`config.mk`:
```
export PLATFORM = sky130hd
export DESIGN_NAME = pipeline_controller
export DESIGN_NICKNAME = d
export VERILOG_FILES = /design/src/rtl/pipe_ctrl_pkg.sv /design/src/rtl/pipeline_controller_sat_counter.sv /design/src/rtl/pipeline_controller.sv
export SDC_FILE = /design/constraint.sdc
export NUM_CORES = 1
export LEC_CHECK = 0
export CORE_ASPECT_RATIO = 1.25
export CORE_MARGIN = 4
export CORE_UTILIZATION = 49
export DETAILED_ROUTE_END_ITERATION = 12
export PLACE_DENSITY = 0.91
export SETUP_SLACK_MARGIN = 0.5
export SLEW_MARGIN = 15
export SYNTH_ARGS = -nofsm -noshare
export SYNTH_HDL_FRONTEND = slang
export SYNTH_HIERARCHICAL = 1
export SYNTH_SLANG_ARGS = --single-unit
```
`constraint.sdc`:
```
create_clock -name clk -period 3.45 [get_ports clk]
set_clock_uncertainty 0.05 [all_clocks]
set_input_delay 0.345 -clock clk [delete_from_list [all_inputs] [get_ports clk]]
set_output_delay 0.345 -clock clk [all_outputs]
set_load 0.1 [all_outputs]
```
`src/rtl/pipe_ctrl_pkg.sv`:
```
// Shared types and defaults for the pipeline hazard/stall controller.
package pipe_ctrl_pkg;

  typedef enum logic [2:0] {
    ST_RUN      = 3'd0,
    ST_MEM_WAIT = 3'd1,
    ST_HALTED   = 3'd2,
    ST_STEP     = 3'd3,
    ST_ERROR    = 3'd4
  } state_e;

  localparam int DEFAULT_MAX_MEM_WAIT = 15;
  localparam int DEFAULT_CNT_W        = 16;

  // A load in EX whose non-zero destination feeds a source operand in ID.
  function automatic logic load_use_hazard(
    input logic       mem_re,
    input logic [4:0] rd,
    input logic [4:0] rs1,
    input logic [4:0] rs2
  );
    return mem_re && (rd != 5'd0) && ((rd == rs1) || (rd == rs2));
  endfunction

endpackage

```
`src/rtl/pipeline_controller_sat_counter.sv`:
```
// Saturating up-counter used for the performance counters.
module sat_counter #(
  parameter int W = 16
) (
  input  logic         clk,
  input  logic         reset,
  input  logic         inc,
  output logic [W-1:0] count
);

  logic [W-1:0] count_q;
  logic [W-1:0] count_d;

  // Increment on request, sticking at all-ones.
  always_comb begin
    if (inc && (count_q != {W{1'b1}})) begin
      count_d = count_q + W'(1);
    end else begin
      count_d = count_q;
    end
  end

  // Counter register with synchronous clear.
  always_ff @(posedge clk) begin
    if (reset) begin
      count_q <= '0;
    end else begin
      count_q <= count_d;
    end
  end

  assign count = count_q;

endmodule

```
`src/rtl/pipeline_controller.sv`:
```
// Pipeline stall/flush/halt controller: resolves load-use, branch, data
// memory wait and debug halt/step into stage register enables and flushes.
module pipeline_controller
  import pipe_ctrl_pkg::*;
#(
  parameter int MAX_MEM_WAIT = DEFAULT_MAX_MEM_WAIT,
  parameter int CNT_W        = DEFAULT_CNT_W
) (
  input  logic             clk,
  input  logic             reset,
  input  logic             mem_re_E,
  input  logic [4:0]       rd_E,
  input  logic [4:0]       rs1_D,
  input  logic [4:0]       rs2_D,
  input  logic             branch_taken_E,
  input  logic             dmem_req,
  input  logic             dmem_ready,
  input  logic             dbg_halt,
  input  logic             dbg_step,
  output logic             pc_write_en,
  output logic             ifid_write_en,
  output logic             idex_write_en,
  output logic             ifid_flush,
  output logic             idex_flush,
  output logic             exmem_hold,
  output logic             halted,
  output logic             error,
  output logic [CNT_W-1:0] stall_cnt,
  output logic [CNT_W-1:0] flush_cnt
);

  localparam int WW = $clog2(MAX_MEM_WAIT + 1);

  state_e        state_q, state_d;
  logic [WW-1:0] wait_q, wait_d;
  logic          from_step_q, from_step_d;

  logic   hazard_s;
  logic   mem_stall_s;
  logic   run_eval_s;
  logic   mem_en_s;
  logic   halt_en_s;
  state_e base_next_s;
  logic   stall_inc_s;
  logic   flush_inc_s;

  assign hazard_s    = load_use_hazard(mem_re_E, rd_E, rs1_D, rs2_D);
  assign mem_stall_s = dmem_req && !dmem_ready;

  // Next-state, wait counter and combinational stage controls.
  always_comb begin
    state_d       = state_q;
    wait_d        = wait_q;
    from_step_d   = from_step_q;
    pc_write_en   = 1'b1;
    ifid_write_en = 1'b1;
    idex_write_en = 1'b1;
    ifid_flush    = 1'b0;
    idex_flush    = 1'b0;
    exmem_hold    = 1'b0;
    run_eval_s    = 1'b0;
    mem_en_s      = 1'b0;
    halt_en_s     = 1'b0;
    base_next_s   = ST_RUN;
    flush_inc_s   = 1'b0;

    if (reset) begin
      pc_write_en   = 1'b0;
      ifid_write_en = 1'b0;
      idex_write_en = 1'b0;
      ifid_flush    = 1'b1;
      idex_flush    = 1'b1;
      state_d       = ST_RUN;
      wait_d        = '0;
      from_step_d   = 1'b0;
    end else begin
      case (state_q)
        ST_RUN: begin
          run_eval_s  = 1'b1;
          mem_en_s    = 1'b1;
          halt_en_s   = 1'b1;
          base_next_s = ST_RUN;
        end
        ST_STEP: begin
          // The single stepped cycle must advance even though halt is held.
          run_eval_s  = 1'b1;
          mem_en_s    = 1'b1;
          halt_en_s   = 1'b0;
          base_next_s = ST_HALTED;
        end
        ST_MEM_WAIT: begin
          if (!dmem_ready) begin
            pc_write_en   = 1'b0;
            ifid_write_en = 1'b0;
            idex_write_en = 1'b0;
            exmem_hold    = 1'b1;
            if (wait_q == WW'(MAX_MEM_WAIT - 1)) begin
              state_d = ST_ERROR;
            end else begin
              wait_d = wait_q + WW'(1);
            end
          end else begin
            // Ready cycle: behave like RUN without the memory-stall term.
            // A stall that started in STEP completes that step here.
            run_eval_s = 1'b1;
            mem_en_s   = 1'b0;
            halt_en_s  = !from_step_q;
            if (from_step_q && dbg_halt) begin
              base_next_s = ST_HALTED;
            end else begin
              base_next_s = ST_RUN;
            end
          end
        end
        ST_HALTED: begin
          pc_write_en   = 1'b0;
          ifid_write_en = 1'b0;
          idex_flush    = 1'b1;
          if (dbg_step) begin
            state_d = ST_STEP;
          end else if (!dbg_halt) begin
            state_d = ST_RUN;
          end else begin
            state_d = ST_HALTED;
          end
        end
        ST_ERROR: begin
          pc_write_en   = 1'b0;
          ifid_write_en = 1'b0;
          idex_write_en = 1'b0;
          exmem_hold    = 1'b1;
          state_d       = ST_ERROR;
        end
        default: begin
          state_d = ST_RUN;
        end
      endcase

      if (run_eval_s) begin
        if (mem_en_s && mem_stall_s) begin
          pc_write_en   = 1'b0;
          ifid_write_en = 1'b0;
          idex_write_en = 1'b0;
          exmem_hold    = 1'b1;
          state_d       = ST_MEM_WAIT;
          wait_d        = '0;
          from_step_d   = (state_q == ST_STEP);
        end else if (branch_taken_E) begin
          ifid_flush  = 1'b1;
          idex_flush  = 1'b1;
          flush_inc_s = 1'b1;
          state_d     = base_next_s;
        end else if (hazard_s) begin
          pc_write_en   = 1'b0;
          ifid_write_en = 1'b0;
          idex_flush    = 1'b1;
          state_d       = base_next_s;
        end else if (halt_en_s && dbg_halt) begin
          pc_write_en   = 1'b0;
          ifid_write_en = 1'b0;
          idex_flush    = 1'b1;
          state_d       = ST_HALTED;
        end else begin
          state_d = base_next_s;
        end
      end else begin
        state_d = state_d;
      end
    end
  end

  // Stall cycles count only in states where the pipeline is nominally running.
  always_comb begin
    if (!reset && ((state_q == ST_RUN) || (state_q == ST_MEM_WAIT) ||
                   (state_q == ST_STEP))) begin
      stall_inc_s = !pc_write_en;
    end else begin
      stall_inc_s = 1'b0;
    end
  end

  // Controller state registers.
  always_ff @(posedge clk) begin
    if (reset) begin
      state_q     <= ST_RUN;
      wait_q      <= '0;
      from_step_q <= 1'b0;
    end else begin
      state_q     <= state_d;
      wait_q      <= wait_d;
      from_step_q <= from_step_d;
    end
  end

  assign halted = !reset && (state_q == ST_HALTED);
  assign error  = !reset && (state_q == ST_ERROR);

  sat_counter #(.W(CNT_W)) u_stall_cnt (
    .clk   (clk),
    .reset (reset),
    .inc   (stall_inc_s),
    .count (stall_cnt)
  );

  sat_counter #(.W(CNT_W)) u_flush_cnt (
    .clk   (clk),
    .reset (reset),
    .inc   (flush_inc_s && !reset),
    .count (flush_cnt)
  );

endmodule
```
* Yosys cells after proc, flatten, opt, wreduce, memory -nomap -nowiden
Cells that the tools add are included.
** Cells by class
- Bitwise gates (word level) :: 0
- Equality and inequality tests :: 12
- Add/sub/neg operators :: 3
- Muxes and demuxes :: 55
- Shift operators :: 0
- Magnitude comparators :: 0
- Reduce and logical (&&, ||, !) cells :: 25
- Multiply operators :: 0
- Div/mod/pow operators :: 0
** Operators with widths (number)
- 16-bit by 1-bit adder with 16-bit output (second input constant) :: 2
- 1-bit 2-to-1 mux :: 32
- 16-bit inequality test (second input constant) :: 2
- 3-bit 2-to-1 mux :: 7
- 4-bit 2-to-1 mux :: 5
- 1-bit logical AND :: 12
- 3-bit case mux with 4 select lines :: 1
- 5-bit == test :: 2
- 1-bit case mux with 2 select lines :: 5
- 2-bit 2-to-1 mux :: 4
- 3-bit by 2-bit == test with 1-bit output (second input constant) :: 2
- 3-bit by 2-bit inequality test with 1-bit output (second input constant) :: 2
- 5-bit nonzero test :: 1
- 4-bit by 1-bit adder with 4-bit output (second input constant) :: 1
- 4-bit == test (second input constant) :: 1
- 1-bit logical NOT :: 4
- 2-bit case mux with 2 select lines :: 1
- 2-bit OR reduction :: 2
- 3-bit by 1-bit == test with 1-bit output (second input constant) :: 1
- 3-bit == test (second input constant) :: 1
- 3-bit logical NOT :: 1
- 1-bit logical OR :: 3
- 3-bit AND reduction :: 1
- 2-bit by 1-bit inequality test with 1-bit output (second input constant) :: 1
- 2-bit AND reduction :: 1
** Word-level totals
- Memories :: 0
- Input bits :: 23
- Logic and storage cells :: 100
- Flip-flop bits (word level) :: 40
- Bits in latches :: 0
- Bits in read-only memories :: 0
- RAM bits :: 0
- Output and inout bits :: 40

* Logic depth before layout (Yosys ltp)
Gate-level depths: netlist (run 1).
- Depth in word-level cells :: 14
- Gate-level depth with buffers :: 10
- Gate-level depth less buffers :: 9

* Modules after synthesis
The synthesis (run 1) kept the hierarchy.
** By module, submodules not included
- sat_counter :: times used 2, cells each 99, area each 848.3 um^2, sequential area each 320.3 um^2
- pipeline_controller :: times used 1, cells each 102, area each 782.0 um^2, sequential area each 160.2 um^2

* Worst setup path after synthesis (run 1)
OpenSTA, ideal clock, no wires.
- Path type :: register to output
- From :: register state_q[2]
- To :: output error
- Buffers on the path :: 1
- Cell stages (with the launch flop) :: 4
- Required time :: 3055 ps
- Arrival time :: 2668 ps
- Path slack :: 387 ps
- Cells stage by stage :: dfxtp_1 -> buf_2 -> nand2b_1 -> nor3_1
** Between the ends
- Longest elaborated chain between the ends :: 2
** RTL lines
- start: declaration :: RTL line pipeline_controller.sv:34 : state_e state_q, state_d;
- start signal: assignment :: RTL line pipeline_controller.sv:189 : state_q <= state_d;
- 3-bit == test :: RTL line pipeline_controller.sv:196 : assign error = !reset && (state_q == ST_ERROR);
- 1-bit logical AND :: RTL line pipeline_controller.sv:196
- end: declaration :: RTL line pipeline_controller.sv:27 : output logic error,
Every way passes these cells.

* Worst setup path after layout (run 1)
- From :: input rd_E[3]
- To :: register u_stall_cnt.count_q[11], in the netlist u_stall_cnt/count[11]
** Between the ends
- Longest elaborated chain between the ends :: 11
- Elaborated cells on any way between the ends :: 14
- Those cells by class :: eq/ne: 2; mux: 6; reduce/logical: 6
** RTL lines
- start: declaration :: RTL line pipeline_controller.sv:12 : input logic [4:0] rd_E,
- 5-bit == test or 5-bit nonzero test (tied branches) :: RTL line pipe_ctrl_pkg.sv:22 : return mem_re && (rd != 5'd0) && ((rd == rs1) || (rd == rs2));
- 1-bit logical OR or 1-bit logical AND (tied branches) :: RTL line pipe_ctrl_pkg.sv:22
- 1-bit logical AND * :: RTL line pipe_ctrl_pkg.sv:22
- 1-bit 2-to-1 mux * :: RTL line pipeline_controller.sv:153 : end else if (hazard_s) begin
- 1-bit 2-to-1 mux * :: RTL line pipeline_controller.sv:148 : end else if (branch_taken_E) begin
- 1-bit 2-to-1 mux * :: RTL line pipeline_controller.sv:140 : if (mem_en_s && mem_stall_s) begin
- 1-bit 2-to-1 mux * :: RTL line pipeline_controller.sv:139 : if (run_eval_s) begin
- 1-bit 2-to-1 mux * :: RTL line pipeline_controller.sv:67 : if (reset) begin
- 1-bit logical NOT * :: RTL line pipeline_controller.sv:176 : stall_inc_s = !pc_write_en;
- 1-bit 2-to-1 mux * :: RTL line pipeline_controller.sv:174 : if (!reset && ((state_q == ST_RUN) || (state_q == ST_MEM_WAIT) ||
- named net stall_inc_s :: RTL line pipeline_controller.sv:44 : logic stall_inc_s;
- 1-bit logical AND * :: RTL line pipeline_controller_sat_counter.sv:16 : if (inc && (count_q != {W{1'b1}})) begin
- end signal: assignment :: RTL line pipeline_controller_sat_counter.sv:28 : count_q <= count_d;
- end: declaration :: RTL line pipeline_controller_sat_counter.sv:11 : logic [W-1:0] count_q;
Mark *: on every way through the listed nets, which the timed path passes. The rest lies on a longest branch.
A chain may end at the register's enable or synchronous reset.

==> results of run 1 <==
[power breakdown]
group	leakage [nW]	total [W]	internal, W	switching [W]
registers	0.323	0.000487	0.000470	0.0000174
clock network	0.0516	0.000333	0.000164	0.000169
logic	0.736	0.000303	0.000114	0.000189
[how the worst max path moves through the flow]
| stage | from | end | slack [ns] | cells after the start |
|---|---|---|---|---|
| after detailed placement | rd_E[3] | u_stall_cnt/count[11] | 0.20 | 9 |
| after global routing | rd_E[3] | u_stall_cnt/count[11] | 0.47 | 9 |
| after global placement | rd_E[0] | u_stall_cnt/count[11] | 0.42 | 9 |
| after floorplan | rd_E[1] | pc_write_en | 0.73 | 4 |
| after CTS | rd_E[3] | u_stall_cnt/count[11] | 0.51 | 9 |
| final | rd_E[3] | u_stall_cnt/count[11] | 0.65 | 9 |
[area by class of cell]
cell class	instances	area, um^2	share of cell area, %
clock inverter	2	13.8	0.417
timing repair buffer	66	706	21.4
tap	60	75.1	2.27
clock buffer	6	82.6	2.50
multi-input combinational	236	1580	47.9
sequential	40	802	24.3
inverter	11	41.3	1.25
[layout by cell type (no fill, tap or decap), drive strengths merged, types with 9 or more instances in the layout]
master,synthesis,routed
inv,11,12
clkdlybuf4s50,0,54
xnor2,14,14
o31ai,12,12
buf,8,12
nand4,9,9
nor2,24,24
nand2,18,18
nand3,17,17
dfxtp,40,40
a21oi,26,26
or4,15,15
nor3,13,13
o21ai,11,11
[cell families (layout without fill, tap and decap cells)]
logic type | count (synthesis) | after routing | share of synthesized area, %
AOI/OAI and AO/OA | 69 | 69 | 17.5
xor gates and xnor gates | 18 | 18 | 6.36
adders and majority gates | 4 | 4 | 2.02
buffers and inverters | 24 | 85 | 4.39
DFF | 40 | 40 | 32.3
muxes | 4 | 4 | 1.72
and+or+nand+nor | 141 | 141 | 35.7
[sequential cells by signal, indices dropped and copies added (netlist names)]
name               flops
from_step_q            1
state_q                3
u_flush_cnt/count     16
u_stall_cnt/count     16
wait_q                 4
[stage by stage]
stage	setup slack (ns)	std cells	cell area (um^2)	utilization [%]
after global placement	0.422	413	3200	66.7
after global routing	0.465	421	3300	68.8
after floorplan	0.730	300	2490	-
final	0.646	421	3300	68.8
after detailed placement	0.203	413	3200	66.7
after CTS	0.507	421	3300	68.7
[worst register-to-register path: stages, from the launching register on]
cell,delay [ns]
dfxtp_1,0.54
nor2b_1,0.12
a211o_1,0.34
nor2_1,0.20
nand2_1,0.11
nor2_1,0.23
nand2_1,0.29
nor4bb_1,0.38
mux2_2,0.37
[routing by layer]
layer	vias up	wire (um)	global-route usage [%]
met3	6	298	4.50
met2	69	3170	37.3
met5	-	0	0
li1	1244	-	-
met1	1175	2660	23.0
met4	0	59	6.15
[what timing repair did]
| action | 4_1_cts | 5_1_grt |
|---|---|---|
| gates resized for setup | 0 | 2 |
| endpoints found under the setup margin | 0 | 13 |
| hold buffers | 0 | 0 |
==> results.cfg, run 1 <==
[sta]
period_minus_slack_ns = 2.80
min_period_over_period_pct = 81.3
rsz0062_at_grt = true
fmax_mhz = 357
relSlewSlack_pct = 34.7
hold_viol_final = 0
max_slew.worst_pin.slew_ns = 0.977
setup_tns_ns = 0
hold_ws_ns = 0.436
maxSlewViolCount = 0
setup_viol = 0

[worst_setup_path]
cp_data_arrival_time_ns = 2.94
reg2reg_depth = 8
cp_data_required_time_ns = 3.59
cpPeakStageDelay_ns = 0.54
critPathTopFamily = simple AND/OR/NAND/NOR gates
slowest_stage = clkdlybuf4s50_1
r2r_end = u_flush_cnt/count[11]
critical_path_class = input port to flip-flop
start_kind = input port
worst-path-buf-inv = 1
r2r_start = state_q[0]
endpoint_kind = flip-flop
cp_max_fo = 11
crit_path_cell_trace = clkdlybuf4s50_1, xnor2_1, nand3_1, nor3_1, o221ai_1, a211oi_2, nand2_1, nor4bb_1, mux2_2
rrSetupSlack_ns = 0.71

[synth]
async_reset_ff_share_pct = 0
synth_top_cell_area_share_pct = 32.3
yosys.area.top_type = dfxtp_1
yosys-top-cells-count = 40 x dfxtp_1, 26 x a21oi_1, 23 x nor2_1
ys_seq_area_share_pct = 32.3
synthDistinctLibCells = 52
synth_ff_type = dfxtp_1
yosys_warnings = 6
syn_nets = 327
syn_inst = 300
synth.most_common_cell = dfxtp_1
avgSynthCellArea_um2 = 8.26
synth_edf_count = 0
synth_area_um2 = 2480
synthTopCellsByArea = dfxtp_1 32%, a21oi_1 5.2%, xnor2_1 4.9%
yosys_register_bits = 40

[power]
p_per_area_nw_per_um2 = 340
leakage_nw = 1.11
ir_drop_mv = 0.306
total_power_w = 0.00112

[min_path]
hp-class = flip-flop to flip-flop
hold_start = from_step_q
hold_path_depth = 2
hold_end = from_step_q

[cts]
cts_max_level = 2
cts_max_path_buffers = 2
post_cts_buffers = 0
cts_buffers = 5
clk_pin_slew_ns = 0.08
clock_insertion_delay_worst_skew_ns = 0.29
cts_tree = yes
cts_sinks = 40
clockRootBuffer = clkbuf_8

[global_routing]
grt_first_pass_wirelength_mm = 10.4
antenna_found_initial = 0
gr-total-overflow = 0
grt_use_total_pct = 20.2
grt_pass1_vias = 2442
grt_max_degree = 26

[floorplanning]
core_region_area_um2 = 4800
dieArea_um2 = 6270
start_util_pct = 51.6
die_w_um = 71.6
io_pins = 63
rows = 28
die_height_um = 87.5

[route]
routed_wl_mm = 6.19
drtPass1Iterations = 4
ant_nets = 0
via_count = 2494
drt-vias-per-instance = 5.92
post-route-drc-count = 0
drtIter0Drc = 173
routedWlPerCell_um = 14.7

[job]
cap_violations = 0

[finish]
drive_above_1_share_pct = 9.97
diodes = 0
final_nets = 387
area.growth.synth_to_final_pct = 33.3
n_fill_cell = 401

[outcome]
status = finished, final reports clean

[placed_design]
gp_congestion = 0.845
dp_hpwl_mm = 4.56
io_buffers = 62
Note: power is estimated with default switching activity, not from simulation.
==> run 2: changes to the inputs <==
Settings changed: CORE_UTILIZATION 49 to 45, PLACE_DENSITY 0.91 to 0.88.
Clock period 3.45 ns to 2.4 ns, I/O delays scaled along.
==> run 2 against run 1 <==
Effect of this change:
- first-iteration DRC count is 5.8% lower
- utilization up 7.7 points
- hold slack worse by 0.055 ns
- clock power rose by 61%
- critical path depth increased by 1
- critical path type is now flip-flop to flip-flop
- worst setup slack worse by 0.62 ns
- wire length rose by 26%
- sequential share of layout area decreased by 2.0 points
==> results.cfg, run 2 (synthesis results as in run 1) <==
[outcome]
status = finished, final reports clean

[route]
drt-vias-per-instance = 5.92
via_count = 2734
routedWlPerCell_um = 16.9
post-route-drc-count = 0
ant_nets = 0
routed_wl_mm = 7.82
drtPass1Iterations = 5
drtIter0Drc = 163

[sta]
relSlewSlack_pct = 66.9
min_period_over_period_pct = 99.1
max_slew.worst_pin.slew_ns = 0.493
setup_viol = 0
period_minus_slack_ns = 2.38
maxSlewViolCount = 0
fmax_mhz = 420
rsz0062_at_grt = true
hold_viol_final = 0

[global_routing]
grt_first_pass_wirelength_mm = 11.9
grt_pass1_vias = 2690
top_usage_layer = met2
use_met3_pct = 4.20
grt_max_degree = 27
gr-total-overflow = 0
grt_use_total_pct = 21.6
grtUsageMet2_pct = 39.4
antenna_found_initial = 0
grtUsageMet1_pct = 24.3

[cts]
cts_tree = yes
cts_sinks = 40
cts_max_path_buffers = 2
cts_max_level = 2
cts-hold-fix-buffers = 0
clk_pin_slew_ns = 0.08
clockRootBuffer = clkbuf_8
cts_buffers = 5
clock_insertion_delay_worst_skew_ns = 0.29

[finish]
final_nets = 426
area.growth.synth_to_final_pct = 61.2
most-common-layout-cells = 59 x buf_4, 20 x a21oi_1, 19 x dfxtp_4, 18 x nor2_1
n_fill_cell = 354
post-route-cell-area_um2 = 4000
final_common_cell = buf_4
drive_above_1_share_pct = 48.0
diodes = 0

[power]
total_power_w = 0.00179
leakage_nw = 1.51
ir_drop_mv = 0.378
p_per_area_nw_per_um2 = 447

[worst_setup_path]
critical_path_class = flip-flop to flip-flop
endpoint_kind = flip-flop
start_kind = flip-flop
cp-startpoint = state_q[0]
cp_max_fo = 5
cp_data_arrival_time_ns = 2.56
cp_data_required_time_ns = 2.58
r2r_start = state_q[0]

[min_path]
hold_start = reset
hp-class = input port to flip-flop

[floorplanning]
die_height_um = 91.0
die_w_um = 74.4
dieArea_um2 = 6770
start_util_pct = 47.4
io_pins = 63
core_region_area_um2 = 5230
rows = 29

[placed_design]
dp_hpwl_mm = 4.92
placed_cell_area_um2 = 3460
io_buffers = 62
gp_congestion = 0.845

[job]
cap_violations = 0
-- run 2: cell count changes in the layout (fill, tap and decap cells not counted), sizes merged --
cell and delta:
inv -1, dlygate4sd2 +8, buf +72, dlymetal6s2s +3, clkdlybuf4s50 -44, bufinv +1
-- run 2: per-stage QoR --
step	setup TNS (ns)	worst slack (ns)	utilization [%]	hold slack [ns]	cells
2_1_floorplan	0	0.105	-	0.384	300
3_3_place_gp	-3.03	-0.208	66.2	0.405	439
3_5_place_dp	-4.74	-0.329	66.2	0.413	439
4_1_cts	0	0.121	73.3	0.346	459
5_1_grt	-0.116	-0.100	76.5	0.393	462
6_report	0	0.0210	76.5	0.381	462
-- run 2: area by class of cell --
type                            instances  area (um^2)  area share (%)
Multi-Input combinational cell        236         1880            47.0
Timing Repair Buffer                  105          996            24.9
Sequential cell                        40          892            22.3
Tap cell                               62         77.6            1.94
Clock buffer                            6         72.6            1.82
Inverter                               11         43.8            1.10
Clock inverter                          2         35.0           0.877
-- run 2: critical path: stages, from the launching register on --
cell and delay [ns]:
dfxtp_4 0.37, nor2b_4 0.14, a211o_1 0.30, nor2_2 0.11
nor2_1 0.07, a211oi_2 0.27, buf_4 0.17, and4_4 0.24
o41ai_4 0.09, or3_4 0.37, a21oi_2 0.13
-- run 2: path summary, 6_finish.rpt --
kind                            slack, ns  cells after the start              endpoint
worst max-delay path                 0.02                     10  u_stall_cnt/count[6]
worst max register to register       0.02                     10  u_stall_cnt/count[6]
worst min register to register       0.43                      2           from_step_q
worst min-delay path                 0.38                      3  u_flush_cnt/count[3]
-- run 2: per-layer routing --
layer,wire length (um),vias to the layer above
li1,-,1328
met1,3060,1310
met2,4180,81
met3,416,15
met4,162,0
met5,0,-
-- run 2: what timing repair did --
action,4_1_cts,5_1_grt
buffers inserted,12,3
pin swaps,34,30
gates resized for setup,54,32
setup endpoints to repair,38,39
-- run 2: power by group --
group,switching (W),internal (W)
clock,0.000228,0.000308
sequential,0.0000197,0.000661
combinational,0.000326,0.000243
==> run 3: changes to the inputs <==
Settings changed: CTS_CLUSTER_DIAMETER set to 100.
==> results of run 3 <==
No change in the layout: final DEF, timing and power equal those of run 2.
==> variant 1, RTL diff (config.mk and constraints of run 1) <==
Set the package constant `DEFAULT_MAX_MEM_WAIT` to 30 (it was 15).
--- a/src/rtl/pipe_ctrl_pkg.sv
+++ b/src/rtl/pipe_ctrl_pkg.sv
@@ -9,7 +9,7 @@
     ST_ERROR    = 3'd4
   } state_e;
 
-  localparam int DEFAULT_MAX_MEM_WAIT = 15;
+  localparam int DEFAULT_MAX_MEM_WAIT = 30;
   localparam int DEFAULT_CNT_W        = 16;
 
   // A load in EX whose non-zero destination feeds a source operand in ID.
Behaviour: same outputs for any inputs over 10 cycles, from zero or initial values and one cycle with reset high; that may be too few to reach the edited logic, so the function may still have changed.
==> variant 1 against run 1 <==
Non-clock buffer count down 2; worst hold slack improved by 0.029 ns; sequential cell count increased by 1; synthesized area up 1.1%; highest routed layer unchanged; critical path type is now input pin to primary output; total power grew 0.53%; global-route usage is 2.6 points higher; fmax is 2.1% lower; combinational power down 25%; final cell count increased by 1.7%; worst setup slack worse by 0.059 ns; wire length is 10% higher; design area up 3.1%.
==> variant 1: results (changes against run 1) <==
- Synth Area in XOR/XNOR: 0.05245 (-0.01116)
- DRC marker count from the first detailed-route iteration: 238 (+38%)
- Critical path peak fanout: 3 (-8)
- Vias in the first global route: 2549 (+4.4%)
- # fillers: 379 (-5.5%)
- Slew @ Worst Pin: 0.9879 ns (+0.01123 ns)
- Worst hold slack: 0.4647 ns (+0.02868 ns)
- Worst R2R Path Depth: 8 (unchanged)
- Worst vdd ir: 0.0002829 V (-7.5%)
- Leakage: 1.123 nW (+1.0%)
- Worst reg2reg startpoint: state_q[1]
- Largest net degree at the start of global routing: 43 (+65%)
- Worst hold stages: 2 (unchanged)
- Synth cell count leaders: dfxtp_1, a21oi_1, nor2_1
- Global-route wire length before repair: 11690 µm (+12%)
- Post-Syn Instances: 311 (+3.7%)
- Non-Filler Instances: 428 (+1.7%)
- Placed Instances: 420 (+1.7%)
- CP max-delay cell: or4_1
- Post-CTS sizing: 1 (+1)
- Sequential cell area fraction in the yosys report: 0.3277 (+0.004603)
- H-Tree Depth: 2 (unchanged)
- CP top delay family: buffers and inverters
- Setup crit end: pc_write_en
- Worst path max stage delay: 0.56 ns (+0.02 ns)
- Multiplexer share of the synthesized area: 0.02897 (+0.01181)
- Post-Syn Nets: 338 (+3.4%)
- Setup slack, reg-to-reg: 0.69 ns (-0.02 ns)
- Worst setup startpoint: rd_E[1]
- Worst Hold End: wait_q[4]
- Pre-CTS WS: 0.2879 ns (+0.08542 ns)
- Gpl congestion: 0.8658 (+2.4%)
- Layout cells sized above 1: 0.09511 (-0.004614)
- Worst R2R End: u_stall_cnt/count[11]
- Crit path DAT: 2.47 ns (-0.47 ns)
- Detail Placement HPWL: 4884 µm (+7.1%)
- Placed Area: 3282 µm² (+2.5%)
- Clock power share: 0.363 (+0.067)
- GRT Total Usage: 0.2282 (+0.02620)
- Cell Int Power: 0.8025 mW (+7.4%)
- Sequential share of power: 0.435 (about the same)
- Adder-cell area share of the yosys netlist: 0.01998 (-0.0002118)
- Final nets: 394 (+1.8%)
- Min-delay src: wait_q[4]
- Synth Area in Compound Gates: 0.1893 (+0.01415)
- Power density over the cells: 331.5 nW/µm² (-2.5%)
- Run status: completed
- Top post-synthesis cells by area: dfxtp_1, a21oi_1, xnor2_1, or4_1, o31ai_1
- Fmax: 349.2 MHz (-2.1%)
- Via/cell ratio: 6.056 (+2.2%)
- Clock group: 0.410 mW (+23%)
- Post-synth cell types: 41 (-21%)
- Total routed wirelength: 6824 µm (+10%)
## variant 1: cell types whose count changed after synthesis, sizes merged, moves of 3 or more
cell and delta:
inv +3, nand4 +4, nand2 +3, xor2 -4, a21oi +3, clkbuf +4, and2 -3, o21ai +3
mux2i +3, nor2b -3
## variant 1: logic make-up after synthesis
kind of cell | Yosys count
fa+ha+maj | 4
xor+xnor | 15
mux | 7
simple gates | 140
buf+inv | 29
compound gates | 75
flops | 41
## variant 1: layout make-up
class                           instances  area share
Clock buffer                            7     0.02536
Clock inverter                          1    0.008820
Inverter                               14     0.01544
Multi-Input combinational cell        241      0.4767
Sequential cell                        41      0.2415
Tap cell                               60     0.02205
Timing Repair Buffer                   64      0.2102
## variant 1: metal layers
layer | wire length [µm] | GRT usage
met5 | 0 | 0
met4 | 127 | 0.09573
met3 | 426 | 0.04822
met2 | 3573 | 0.4013
met1 | 2698 | 0.2676
==> variant 2, RTL diff (config.mk and constraints of run 1) <==
Made on the original files. The 5 states of `state_e` get a Gray code encoding in 3 bits.
--- a/src/rtl/pipe_ctrl_pkg.sv
+++ b/src/rtl/pipe_ctrl_pkg.sv
@@ -2,11 +2,11 @@
 package pipe_ctrl_pkg;
 
   typedef enum logic [2:0] {
-    ST_RUN      = 3'd0,
-    ST_MEM_WAIT = 3'd1,
-    ST_HALTED   = 3'd2,
-    ST_STEP     = 3'd3,
-    ST_ERROR    = 3'd4
+    ST_RUN      = 3'b000,
+    ST_MEM_WAIT = 3'b001,
+    ST_HALTED   = 3'b011,
+    ST_STEP     = 3'b010,
+    ST_ERROR    = 3'b110
   } state_e;
 
   localparam int DEFAULT_MAX_MEM_WAIT = 15;
Behaviour: no difference found for any inputs over 4 cycles, from zero or initial values and one cycle with reset high; so few cycles prove little.
==> variant 2 against run 1 <==
Synthesized cell count is 0.67% higher; design area is 0.34% higher; sequential cell count stayed put; total power is 6.0% higher; clock power is 3% lower; sequential share of layout area is 0.082 points lower; synthesized area is 0.76% higher; count of clock-buffer cells in the layout stayed put; worst setup slack better by 0.12 ns; wire length is 1.9% lower; largest power group unchanged.
==> variant 2: results (changes against run 1) <==
- Input/output buffers: 62 (unchanged)
- CP top delay family: simple AND/OR/NAND/NOR gates
- Clock Latency Late Sink: 0.29 ns (about the same)
- Via count: 2521 (+1.1%)
- Post-CTS sizing: 0 (unchanged)
- Crit path DAT: 2.82 ns (-0.12 ns)
- Post-synth cell types: 56 (+7.7%)
- Post-Syn Instances: 302 (+0.67%)
- Clock root buffer: clkbuf_8
- TritonCTS buffer count: 5 (unchanged)
- Detail Placement HPWL: 4500 µm (-1.3%)
- # fillers: 406 (+1.2%)
- Sequential cell area fraction in the yosys report: 0.3206 (-0.002428)
- Net Sw Frac: 0.3497 (+0.01515)
- DRC marker count from the first detailed-route iteration: 101 (-42%)
- Ys Warns: 6 (unchanged)
- Worst vdd ir: 0.0003256 V (+6.4%)
- Antenna violations before repair: 0 (unchanged)
- N_diodes: 0 (unchanged)
- Top FF cell, synth: dfxtp_1
- Rel. slew slack: 0.3313 (-0.01556)
- Total routed wirelength: 6075 µm (-1.9%)
- MaxCap Viol Count: 0 (unchanged)
- Critical path peak fanout: 12 (+1)
- Post-Syn Nets: 329 (+0.61%)
- Layout cells sized above 1: 0.1019 (+0.002205)
- CTS max path bufs: 2 (unchanged)
- Leakage: 1.133 nW (+1.9%)
- Final nets: 389 (+0.52%)
- Largest net degree at the start of global routing: 29 (+12%)
- Worst path max stage delay: 0.60 ns (+0.06 ns)
- Vias in the first global route: 2357 (-3.5%)
- HP Class: register to register
- CP max-delay cell: dfxtp_1
- Synth async-reset ratio: 0 (unchanged)
- Clock transition at path regs: 0.08 ns (about the same)
- GRT Total Usage: 0.1947 (-0.007328)
- Gpl congestion: 0.8633 (+2.1%)
- Post-CTS Setup Repair Bufs: 0 (unchanged)
- Run status: completed
- Pre-antenna DRT Iters: 6 (+2)
- H-Tree Depth: 2 (unchanged)
- Non-Filler Instances: 423 (+0.48%)
- Synth cell count leaders: dfxtp_1, nor2_1, a21oi_1
- Top post-synthesis cells by area: dfxtp_1, a21oi_1, or4_1, nor2_1, o31ai_1
- Global-route wire length before repair: 10180 µm (-2.2%)
==> variant 2: path summary, 6_finish.rpt <==
| path | startpoint | endpoint | slack [ns] | depth (start not counted) |
|---|---|---|---|---|
| max reg2reg | state_q[2] | u_stall_cnt/count[11] | 0.76 | 8 |
| max | state_q[2] | u_stall_cnt/count[11] | 0.76 | 8 |
| min | wait_q[2] | state_q[2] | 0.48 | 2 |
| min reg2reg | wait_q[2] | state_q[2] | 0.48 | 2 |
==> variant 2: logic make-up (layout without fill, tap and decap cells) <==
| logic type | Yosys count | count (layout) | synth area share |
|---|---|---|---|
| AND/OR/NAND/NOR | 139 | 139 | 0.3502 |
| AO/OA/AOI/OAI | 74 | 74 | 0.1859 |
| flip-flops | 40 | 40 | 0.3206 |
| buffers and inverters | 23 | 84 | 0.04158 |
| XOR/XNOR | 15 | 15 | 0.05261 |
| multiplexers | 7 | 7 | 0.02906 |
| adder cells (fa/ha/maj) | 4 | 4 | 0.02004 |
==> variant 2: power by group through the flow <==
| stage | registers, mW | clock network, mW | logic (mW) |
|---|---|---|---|
| after floorplan | 0.532 | 0 | 0.228 |
| after global placement | 0.517 | 0 | 0.353 |
| after detailed placement | 0.518 | 0 | 0.357 |
| after CTS | 0.507 | 0.331 | 0.359 |
| after global routing | 0.512 | 0.345 | 0.382 |
| final | 0.508 | 0.324 | 0.358 |
==> variant 2: cell type report <==
cell class | instances | area [µm²] | area share
multi-input cells | 239 | 1608 | 0.4851
flip-flops and latches | 40 | 802.0 | 0.2420
repair buffers | 67 | 703.2 | 0.2122
clock buffers | 6 | 82.58 | 0.02492
well taps | 60 | 75.07 | 0.02265
inverters | 9 | 33.78 | 0.01019
clock inverters | 2 | 10.01 | 0.003020
==> variant 2: stage by stage <==
stage	worst slack, ns	area, µm²	utilization
finish	0.7620	3314	0.6856
global route	0.5494	3314	0.6856
global placement	0.4487	3214	0.6649
floorplan	0.6477	2509	-
CTS	0.6573	3307	0.6840
detailed placement	0.3511	3214	0.6649
==> variant 2: tightest hold or removal path: cells and delay by family, from the launching register on <==
family          cells  cell delay [ns]
compound gates      1             0.06
simple gates        1             0.08
flops               1             0.34
==> variant 2: routing by layer <==
layer,wire length (µm),global-route usage,part of all wire,vias to the layer above
met1,2682,0.2365,0.44,1167
met5,0,0,0,-
met4,132,0.07521,0.022,0
met2,2959,0.3336,0.49,75
li1,-,-,-,1263
met3,300,0.04363,0.049,16
